===== config.mk =====
export PLATFORM = sky130hd
export DESIGN_NAME = flash_period_meter_flat
export DESIGN_NICKNAME = d
export VERILOG_FILES = /design/src/rtl/flash_period_meter_pkg.sv /design/src/rtl/flash_period_meter_if.sv /design/src/rtl/flash_period_meter_sync_edge_det.sv /design/src/rtl/flash_period_meter.sv /design/src/flat_wrapper.sv
export SDC_FILE = /design/constraint.sdc
export NUM_CORES = 1
export LEC_CHECK = 0
export BUFFER_PORTS_ARGS = -buffer_cell sky130_fd_sc_hd__buf_2
export CORE_MARGIN = 2
export CORE_UTILIZATION = 45
export DETAILED_ROUTE_END_ITERATION = 12
export PLACE_DENSITY = 0.66
export SYNTH_ARGS = -nofsm -noshare
export SYNTH_HDL_FRONTEND = slang
export SYNTH_SLANG_ARGS = --single-unit

===== constraint.sdc =====
create_clock -name in_clk -period 2.4 [get_ports in_clk]
set_clock_uncertainty 0.05 [all_clocks]
set_input_delay 0.48 -clock in_clk [delete_from_list [all_inputs] [get_ports in_clk]]
set_output_delay 0.48 -clock in_clk [all_outputs]
set_load 0.02 [all_outputs]

===== src/rtl/flash_period_meter_pkg.sv =====
// -----------------------------------------------------------------------------
// flash_period_meter_pkg
// Shared timing constants and state encoding for the flash period meter and
// other slow-input receivers.
//   DEFAULT_OSC_CLOCK : board oscillator frequency in Hz
//   state_t           : measurement FSM states
// -----------------------------------------------------------------------------
package flash_period_meter_pkg;

    localparam int DEFAULT_OSC_CLOCK = 27000000;

    typedef enum logic [1:0] {
        IDLE    = 2'd0,
        MEASURE = 2'd1,
        STALLED = 2'd2
    } state_t;

endpackage


===== src/rtl/flash_period_meter_if.sv =====
// -----------------------------------------------------------------------------
// flash_period_meter_if
// Groups the measured input and the measurement results of the flash period
// meter.
//   flash_in    : slow square wave under measurement
//   half_period : last accepted interval between edges, in clock cycles
//   level       : input level during the interval held in half_period
//   valid       : one-cycle strobe, half_period/level updated
//   glitch      : one-cycle strobe, a too-short interval was discarded
//   stalled     : no edge seen for the timeout period
// Modports:
//   master : the meter (consumes flash_in, drives the results)
//   slave  : the user (drives flash_in, reads the results)
// -----------------------------------------------------------------------------
interface flash_period_meter_if #(
    parameter int CNT_W = 25
);

    logic             flash_in;
    logic [CNT_W-1:0] half_period;
    logic             level;
    logic             valid;
    logic             glitch;
    logic             stalled;

    modport master (
        input  flash_in,
        output half_period,
        output level,
        output valid,
        output glitch,
        output stalled
    );

    modport slave (
        output flash_in,
        input  half_period,
        input  level,
        input  valid,
        input  glitch,
        input  stalled
    );

endinterface


===== src/rtl/flash_period_meter_sync_edge_det.sv =====
// -----------------------------------------------------------------------------
// sync_edge_det
// Brings an asynchronous slow input into the clock domain through a 2-flop
// synchronizer, keeps one history flop and flags every transition.
//   clk        : sampling clock
//   rst_n      : asynchronous active-low reset
//   din        : asynchronous input
//   edge_pulse : high for one cycle when the synchronized input changed
//   level      : synchronized level before the change (history flop)
// -----------------------------------------------------------------------------
module sync_edge_det (
    input  logic clk,
    input  logic rst_n,
    input  logic din,
    output logic edge_pulse,
    output logic level
);

    logic s1;
    logic s2;
    logic s3;

    // s1/s2 resolve metastability, s3 remembers the previous synchronized value
    always_ff @(posedge clk or negedge rst_n) begin
        if (!rst_n) begin
            s1 <= 1'b0;
            s2 <= 1'b0;
            s3 <= 1'b0;
        end else begin
            s1 <= din;
            s2 <= s1;
            s3 <= s2;
        end
    end

    assign edge_pulse = s2 ^ s3;
    assign level      = s3;

endmodule


===== src/rtl/flash_period_meter.sv =====
// -----------------------------------------------------------------------------
// flash_period_meter
// Measures every half-period of a slow external square wave in in_clk cycles.
// Intervals shorter than MIN_CYCLES are reported as glitches; no edge for
// TIMEOUT_CYCLES raises stalled until the next edge.
//   in_clk  : system clock
//   reset_n : asynchronous active-low reset
//   bus     : flash_period_meter_if master modport (flash_in in, results out)
// -----------------------------------------------------------------------------
module flash_period_meter
    import flash_period_meter_pkg::*;
#(
    parameter int OSC_CLOCK      = DEFAULT_OSC_CLOCK,
    parameter int CNT_W          = 25,
    parameter int TIMEOUT_CYCLES = OSC_CLOCK,
    parameter int MIN_CYCLES     = 16
) (
    input logic                  in_clk,
    input logic                  reset_n,
    flash_period_meter_if.master bus
);

    localparam logic [CNT_W-1:0] TIMEOUT_VAL = CNT_W'(TIMEOUT_CYCLES);
    localparam logic [CNT_W-1:0] MIN_VAL     = CNT_W'(MIN_CYCLES);
    localparam logic [CNT_W-1:0] ONE_VAL     = CNT_W'(1);

    logic             edge_pulse;
    logic             sync_level;
    logic [CNT_W-1:0] counter;
    state_t           state;
    logic [CNT_W-1:0] half_period_q;
    logic             level_q;
    logic             valid_q;
    logic             glitch_q;
    logic             stalled_q;

    sync_edge_det u_sync (
        .clk        (in_clk),
        .rst_n      (reset_n),
        .din        (bus.flash_in),
        .edge_pulse (edge_pulse),
        .level      (sync_level)
    );

    // Restarting at 1 on an edge means the value seen at the next edge cycle
    // is exactly the number of cycles between the two edge cycles.
    // Saturation keeps a dead input from wrapping into a bogus short interval.
    always_ff @(posedge in_clk or negedge reset_n) begin
        if (!reset_n) begin
            counter <= '0;
        end else if (edge_pulse) begin
            counter <= ONE_VAL;
        end else if (counter < TIMEOUT_VAL) begin
            counter <= counter + ONE_VAL;
        end
    end

    // The first edge after reset and the first edge after a stall only arm
    // the measurement: the interval leading up to them is unknown.
    // An edge arriving while the counter sits at the timeout still counts as
    // a valid interval, so the edge check comes before the stall check.
    always_ff @(posedge in_clk or negedge reset_n) begin
        if (!reset_n) begin
            state         <= IDLE;
            half_period_q <= '0;
            level_q       <= 1'b0;
            valid_q       <= 1'b0;
            glitch_q      <= 1'b0;
            stalled_q     <= 1'b0;
        end else begin
            valid_q  <= 1'b0;
            glitch_q <= 1'b0;
            case (state)
                IDLE: begin
                    if (edge_pulse) begin
                        state <= MEASURE;
                    end
                end
                MEASURE: begin
                    if (edge_pulse) begin
                        if (counter >= MIN_VAL) begin
                            half_period_q <= counter;
                            level_q       <= sync_level;
                            valid_q       <= 1'b1;
                        end else begin
                            glitch_q <= 1'b1;
                        end
                    end else if (counter == TIMEOUT_VAL) begin
                        state     <= STALLED;
                        stalled_q <= 1'b1;
                    end
                end
                STALLED: begin
                    if (edge_pulse) begin
                        state     <= MEASURE;
                        stalled_q <= 1'b0;
                    end
                end
                default: begin
                    state     <= IDLE;
                    stalled_q <= 1'b0;
                end
            endcase
        end
    end

    assign bus.half_period = half_period_q;
    assign bus.level       = level_q;
    assign bus.valid       = valid_q;
    assign bus.glitch      = glitch_q;
    assign bus.stalled     = stalled_q;

endmodule


===== src/flat_wrapper.sv =====
// flat-port wrapper written by rule: the top's interface ports become plain ports
module flash_period_meter_flat import flash_period_meter_pkg::*;
#(
    parameter int OSC_CLOCK      = DEFAULT_OSC_CLOCK,
    parameter int CNT_W          = 25,
    parameter int TIMEOUT_CYCLES = OSC_CLOCK,
    parameter int MIN_CYCLES     = 16
)
  (in_clk, reset_n, bus_flash_in, bus_half_period, bus_level, bus_valid, bus_glitch, bus_stalled);
  flash_period_meter_if #(.CNT_W(CNT_W)) bus_i ();
  input logic in_clk;
  input logic reset_n;
  input wire logic [$bits(bus_i.flash_in)-1:0] bus_flash_in;
  output wire logic [$bits(bus_i.half_period)-1:0] bus_half_period;
  output wire logic [$bits(bus_i.level)-1:0] bus_level;
  output wire logic [$bits(bus_i.valid)-1:0] bus_valid;
  output wire logic [$bits(bus_i.glitch)-1:0] bus_glitch;
  output wire logic [$bits(bus_i.stalled)-1:0] bus_stalled;
  assign bus_i.flash_in = bus_flash_in;
  assign bus_half_period = bus_i.half_period;
  assign bus_level = bus_i.level;
  assign bus_valid = bus_i.valid;
  assign bus_glitch = bus_i.glitch;
  assign bus_stalled = bus_i.stalled;
  flash_period_meter #(.OSC_CLOCK(OSC_CLOCK), .CNT_W(CNT_W), .TIMEOUT_CYCLES(TIMEOUT_CYCLES), .MIN_CYCLES(MIN_CYCLES)) u_core (.in_clk(in_clk), .reset_n(reset_n), .bus(bus_i));
endmodule

==> metrics.md, run 1 <==
| Metric | Value |
|---|---|
| Status | `complete, no violations` |
| Clock buffer count from CTS | `9` |
| Final HPWL DP | `4.06 mm` |
| Mean Syn Cell Area | `11.0 um^2` |
| FF+latch count, synth | `59` |
| Layout cells sized above 1 | `29.9%` |
| Initial DRC count | `208` |
| Number of buffers on the longest clock path | `2` |
| Max-slew headroom | `51.3%` |
| Setup TNS | `0 ns` |
| Finished Cell Area | `0.00323 mm^2` |
| Tot Pwr | `1.98 mW` |
| Final hold viol count | `0` |
| Internal reg-to-reg setup slack | `0.19 ns` |
| CP max-delay cell | `or4_1` |
| EDFF count, synth | `0` |
| Most frequent cells in the layout | `dfrtp_1 (59), buf_2 (31), mux2_2 (26), nand2_1 (19), a21oi_1 (14)` |
| Sequential share of power | `52.9%` |
| Unrepaired setup endpoints after global routing | `no` |
| DRT Wirelength | `5.80 mm` |
| Crit Path Category | `reg2reg` |
| Hold Path Depth | `1` |
| Post-synthesis sequential area ratio | `53.2%` |
| Die W | `82.5 um` |
| Cell Pwr Density | `613 mW/mm^2` |
| Clock transition at the registers of the reported paths | `0.06 ns` |
| Number of cells upsized or downsized after cts | `0` |
| Vias in the first global route | `2045` |
| CP Launch Type | `flop` |
| Chip height | `82.5 um` |
| Via density per instance | `5.71` |
| Largest net degree at the start of global routing | `60` |
| Final Wtd Congestion | `0.973` |
| Post-CTS Setup Inserts | `0` |
| Post-route DRC | `0` |
| Asr flop ratio synth | `100%` |
| Root buf cell | `clkbuf_8` |
| Global-route wire length before repair | `9.87 mm` |
| Core Area | `0.00596 mm^2` |
| P_int | `1.51 mW` |
| IO Pins | `32` |
| Hold Buf Count CTS | `0` |
| Final period util | `92.1%` |
| Nets | `299` |
| GRT Residual Overflow | `0` |
| Initial Utilization | `46.6%` |
| TritonRoute pass-1 iters | `4` |
| Total Routing Usage GR | `19.5%` |
| Std-Cell Rows | `28` |
| R2r worst-path depth | `5` |
| Distinct cell type count after synthesis | `45` |
| CP Buf/Inv Count | `0` |
| Clk network pwr share | `41.4%` |
| CTS tree | `done` |
| Post-synthesis cell area | `0.00277 mm^2` |
| CP peak stage delay | `0.49 ns` |
| DRT antenna net count | `0` |
| Switching share of power | `23.9%` |
| Critical path cell sequence | `or2_0 -> a221o_1 -> a211o_1 -> or4_1 -> a21oi_1` |
| Fmax achieved | `0.452 GHz` |
| Peak VDD IR | `0.000289 V` |
| Avg WL per Cell | `15.6 um` |
| Crit path max-delay family | `compound AO/OA/AOI/OAI gates` |
| P&R area growth vs syn | `16.3%` |
| Tightest Pin Transition | `0.730 ns` |
| Setup violators final | `0` |
| CP Depth | `5` |
| Syn_nets | `257` |
| Clock insertion delay at the later pin of the skew report | `0.34 ns` |
| Commonest non-fill, non-tap cell in the layout | `dfrtp_1` |
| Synth Flop Type | `dfrtp_1` |
| Crit-path max FO | `11` |
| Final Instance Count excl. Fillers | `373` |
| I/O Buffers | `31` |
| Die area | `0.00681 mm^2` |
| Vias | `2128` |
| Arrival @ worst endpoint | `2.43 ns` |
| CTS Sinks | `59` |
| Yosys warning total | `0` |
| Max Cap Violations | `0` |
| Post-synthesis cell count | `252` |
| Placed Cells | `358` |
| Comb pwr share | `5.7%` |
| Placed instance area | `0.00305 mm^2` |
| Worst hold path class | `in2reg` |
| Count of pins over their slew limit | `0` |
| Crit path required time | `2.62 ns` |
| Crit. End Element | `flop` |
| P_sw | `0.473 mW` |
| Final hold slack | `0.198 ns` |
| CTS HTree Levels | `3` |
| Tmin final | `2.21 ns` |
| ANT cells | `0` |
| Initial antenna violation count | `0` |
| LEAKAGE | `1.57 nW` |
[power groups by stage]
stage                     Sequential, mW  Clock (mW)  Combinational [mW]
after floorplan                     1.06           0              0.0611
final                               1.05       0.819               0.113
after detailed placement            1.07           0               0.115
after global routing                1.05       0.887               0.132
after CTS                           1.05       0.843               0.116
after global placement              1.06           0               0.112
[per-layer routing]
metal	vias to the layer above	global-route usage [%]	wire [um]
met1	1038	26.4	2700
li1	1016	-	-
met5	-	0	0
met2	61	29.8	2720
met4	0	8.85	124
met3	13	4.57	256
[worst paths after layout]
kind / from / endpoint
max: u_core.counter[21] / u_core.counter[22]
min: bus_flash_in / u_core.u_sync.s1
max reg2reg: u_core.counter[21] / u_core.counter[22]
min reg2reg: u_core.u_sync.s1 / u_core.u_sync.s2
max in group asynchronous: reset_n / u_core.bus.half_period[8]
min in group asynchronous: reset_n / u_core.bus.half_period[22]
[registers in the layout, summed over array words and instances, names as in the netlist]
signal	cells
u_core.u_sync.s2	1
u_core.state	2
u_core.bus.level	1
u_core.u_sync.s1	1
u_core.bus.half_period	25
u_core.u_sync.level	1
u_core.bus.valid	1
u_core.counter	25
u_core.bus.stalled	1
u_core.bus.glitch	1
[metrics by stage]
step | utilization (%) | setup WS (ns)
global route | 54.2 | 0.0713
finish | 54.2 | 0.190
detailed placement | 51.2 | 0.229
global placement | 51.2 | 0.250
floorplan | - | 0.336
CTS | 54.2 | 0.192
[cells by family after synthesis]
family | after synthesis | share of synthesized area (%)
flip-flops | 59 | 53.2
XOR/XNOR | 7 | 2.21
adder cells (fa/ha/maj) | 2 | 0.902
AO/OA/AOI/OAI | 43 | 9.97
AND/OR/NAND/NOR | 94 | 18.7
buffers and inverters | 17 | 3.02
multiplexers | 30 | 12.0
[area by class of cell]
cell class              count  area (um^2)
multi-input cells         176         1210
flip-flops and latches     59         1480
repair buffers             43          245
clock buffers              13          169
fillers                   545         2730
well taps                  75         93.8
inverters                   5         18.8
clock inverters             2         10.0
[synth_stat cells (2+ instances only)]
| master | instances | area [um^2] |
|---|---|---|
| dfrtp_1 | 59 | 1480 |
| mux2_2 | 26 | 293 |
| nand2_1 | 19 | 71.3 |
| a21oi_1 | 14 | 70.1 |
| nor2_1 | 12 | 45.0 |
| o21ai_0 | 11 | 55.1 |
| nand4_1 | 9 | 56.3 |
| or3_1 | 8 | 50.1 |
| or4_1 | 8 | 60.1 |
| nand3_1 | 7 | 35.0 |
| and3_1 | 6 | 37.5 |
| clkbuf_1 | 6 | 22.5 |
| inv_1 | 5 | 18.8 |
| mux2i_1 | 4 | 40.0 |
| nand2b_1 | 4 | 25.0 |
| nor3_1 | 4 | 20.0 |
| nor4_1 | 4 | 25.0 |
| o31ai_1 | 4 | 30.0 |
| xor2_1 | 4 | 35.0 |
| buf_2 | 3 | 15.0 |
| or2_2 | 3 | 18.8 |
| xnor2_1 | 3 | 26.3 |
| a211oi_1 | 2 | 15.0 |
| and2_1 | 2 | 12.5 |
| buf_6 | 2 | 22.5 |
| ha_1 | 2 | 25.0 |
| o211ai_1 | 2 | 15.0 |
| or2_0 | 2 | 12.5 |
(Power assumes the default switching activity.)
==> run 2, diff against run 1 <==
--- a/config.mk
+++ b/config.mk
@@ -6,10 +6,12 @@
 export NUM_CORES = 1
 export LEC_CHECK = 0
 export BUFFER_PORTS_ARGS = -buffer_cell sky130_fd_sc_hd__buf_2
+export CELL_PAD_IN_SITES_DETAIL_PLACEMENT = 1
+export CELL_PAD_IN_SITES_GLOBAL_PLACEMENT = 2
 export CORE_MARGIN = 2
-export CORE_UTILIZATION = 45
+export CORE_UTILIZATION = 38
 export DETAILED_ROUTE_END_ITERATION = 12
-export PLACE_DENSITY = 0.66
+export PLACE_DENSITY = 0.81
 export SYNTH_ARGS = -nofsm -noshare
 export SYNTH_HDL_FRONTEND = slang
 export SYNTH_SLANG_ARGS = --single-unit
==> run 2 against run 1 <==
  * Critical path depth unchanged
  * Sequential share of layout area shrank 1.1 points
  * Count of clock-buffer cells in the layout fell by 2
  * Core utilization fell by 8.1 points
  * Total power is 10% higher
  * Sequential cell count did not move
  * Non-clock buffer count decreased by 1
  * Wire length increased by 8.6%
  * Critical path type unchanged
  * Critical endpoint unchanged
  * Largest power group unchanged
==> metrics.md, run 2 (synthesis results as in run 1) <==
| Metric | Value |
|---|---|
| Status | `complete, no violations` |
| Filler cells | `780 (+43%)` |
| Reg-to-reg startpoint | `u_core.counter[19]` |
| CTS tree | `done` |
| Root buf cell | `clkbuf_8` |
| Clock insertion delay at the later pin of the skew report | `0.34 ns (about the same)` |
| Via density per instance | `5.36 (-6.1%)` |
| Post-route DRC | `0 (unchanged)` |
| P&R area growth vs syn | `19.3%` |
| Commonest non-fill, non-tap cell in the layout | `dfrtp_1` |
| Finished Cell Area | `0.00331 mm^2 (+2.6%)` |
| Crit Path Category | `reg2reg` |
| Max Cap Violations | `0 (unchanged)` |
| Final hold slack | `0.0910 ns (-0.107 ns)` |
| Die area | `0.00800 mm^2 (+18%)` |
| Final HPWL DP | `4.48 mm (+10%)` |
| Final period util | `92.3% (+0.24 points)` |
| LEAKAGE | `1.60 nW (+1.5%)` |
| IO Pins | `32 (unchanged)` |
| Tightest Pin Transition | `0.538 ns (-0.192 ns)` |
| Global-route wire length before repair | `10.7 mm (+8.7%)` |
| Vias in the first global route | `2128 (+4.1%)` |
| CP Launch Type | `flop` |
| Setup TNS | `0 ns (unchanged)` |
| Chip height | `89.4 um (+8.4%)` |
| Largest net degree at the start of global routing | `60 (unchanged)` |
| CP max-delay cell | `or4_1` |
| Initial Utilization | `38.7% (-7.9 points)` |
| Most frequent cells in the layout | `dfrtp_1 (59), buf_2 (31), mux2_2 (26), nand2_1 (19), a21oi_1 (14)` |
| Unrepaired setup endpoints after global routing | `no` |
| TritonRoute pass-1 iters | `4 (unchanged)` |
| Max-slew headroom | `63.2% (+12 points)` |
| Std-Cell Rows | `31 (+11%)` |
| Total Routing Usage GR | `18.1% (-1.4 points)` |
| Post-CTS Setup Inserts | `0 (unchanged)` |
| Count of pins over their slew limit | `0 (unchanged)` |
| Initial DRC count | `68 (-67%)` |
| DRT Wirelength | `6.30 mm (+8.6%)` |
| Layout cells sized above 1 | `30.2% (+0.34 points)` |
| Arrival @ worst endpoint | `2.43 ns (about the same)` |
| DRT antenna net count | `0 (unchanged)` |
| Crit. End Element | `flop` |
| Worst r2r dst | `u_core.counter[22]` |
| Die W | `89.4 um (+8.4%)` |
| CTS HTree Levels | `3 (unchanged)` |
| CTS Sinks | `59 (unchanged)` |
| Critical Path Start | `u_core.counter[19]` |
| GRT Residual Overflow | `0 (unchanged)` |
| Avg WL per Cell | `15.9 um (+2.0%)` |
| Placed instance area | `0.00308 mm^2 (+1.1%)` |
| Multi-input gate area | `0.00121 mm^2 (unchanged)` |
| Worst hold path class | `in2async` |
| Critical Path End | `u_core.counter[22]` |
| Nets | `298 (-0.33%)` |
| CP peak stage delay | `0.50 ns (about the same)` |
| Peak VDD IR | `0.000284 V (-1.9%)` |
| Initial antenna violation count | `0 (unchanged)` |
| Critical path cell sequence | `and4_1 -> a221o_1 -> a211o_1 -> or4_1 -> a21oi_1` |
| Crit-path max FO | `11 (unchanged)` |
| Register Area | `0.00148 mm^2 (unchanged)` |
| Post-Place Setup Slack | `0.203 ns (-0.0260 ns)` |
| Fmax achieved | `0.451 GHz (-0.26%)` |
| Final hold viol count | `0 (unchanged)` |
| Setup violators final | `0 (unchanged)` |
| Number of buffers on the longest clock path | `2 (unchanged)` |
| ANT cells | `0 (unchanged)` |
| Crit path required time | `2.62 ns (about the same)` |
| Final Wtd Congestion | `0.847 (-13%)` |
| R2r worst-path depth | `5 (unchanged)` |
| Core Area | `0.00718 mm^2 (+20%)` |
| Hold Buf Count CTS | `0 (unchanged)` |
| Number of cells upsized or downsized after cts | `0 (unchanged)` |
| Tmin final | `2.22 ns (+0.00567 ns)` |
| Clock buffer count from CTS | `9 (unchanged)` |
| Clock transition at the registers of the reported paths | `0.06 ns (about the same)` |
| Cell Pwr Density | `660 mW/mm^2 (+7.6%)` |
| Worst setup margin | `0.184 ns (-0.00567 ns)` |
| Vias | `2127 (-0.047%)` |
| I/O Buffers | `31 (unchanged)` |
| Internal reg-to-reg setup slack | `0.18 ns (about the same)` |
## run 2: through the flow
step	total power, mW	utilization [%]	instances
after global placement	1.18	43.0	381
after CTS	2.23	46.1	397
final	2.18	46.1	397
after global routing	2.29	46.1	397
after floorplan	1.13	-	252
after detailed placement	1.19	43.0	381
## run 2: worst min-delay path by stage
stage / startpoint / cells past startpoint / slack, ns / endpoint
4_1_cts: reset_n / 2 / 0.09 / u_core.counter[8]
5_1_grt: reset_n / 2 / 0.1 / u_core.counter[24]
3_3_place_gp: u_core.u_sync.s1 / 0 / 0.29 / u_core.u_sync.s2
2_1_floorplan: reset_n / 0 / 0.13 / u_core.bus.glitch
3_5_place_dp: u_core.u_sync.s1 / 0 / 0.29 / u_core.u_sync.s2
6_report: reset_n / 2 / 0.09 / u_core.counter[18]
## run 2: critical path: cells and delay by family (launching register included)
| family | cells | cell delay [ns] |
|---|---|---|
| AOI/OAI and AO/OA | 3 | 0.88 |
| and+or+nand+nor | 2 | 0.76 |
| DFF | 1 | 0.45 |
## run 2: layout make-up
class / instances / share of cell area [%]
inverters: 5 / 0.567
flip-flops and latches: 59 / 44.6
well taps: 99 / 3.74
clock inverters: 5 / 2.27
multi-input cells: 176 / 36.7
repair buffers: 42 / 7.56
clock buffers: 11 / 4.57
## run 2: per-layer routing
| layer | part of all wire [%] | global-route usage (%) | vias up |
|---|---|---|---|
| li1 | - | - | 1009 |
| met1 | 49 | 24.1 | 1077 |
| met2 | 47 | 28.0 | 31 |
| met3 | 3.1 | 5.54 | 10 |
| met4 | 1.4 | 6.51 | 0 |
| met5 | 0 | 0 | - |
## run 2: report_power, final
group | internal [mW] | switching (mW) | total, mW
Combinational | 0.0410 | 0.0763 | 0.117
Clock | 0.635 | 0.384 | 1.02
Sequential | 1.02 | 0.0316 | 1.05
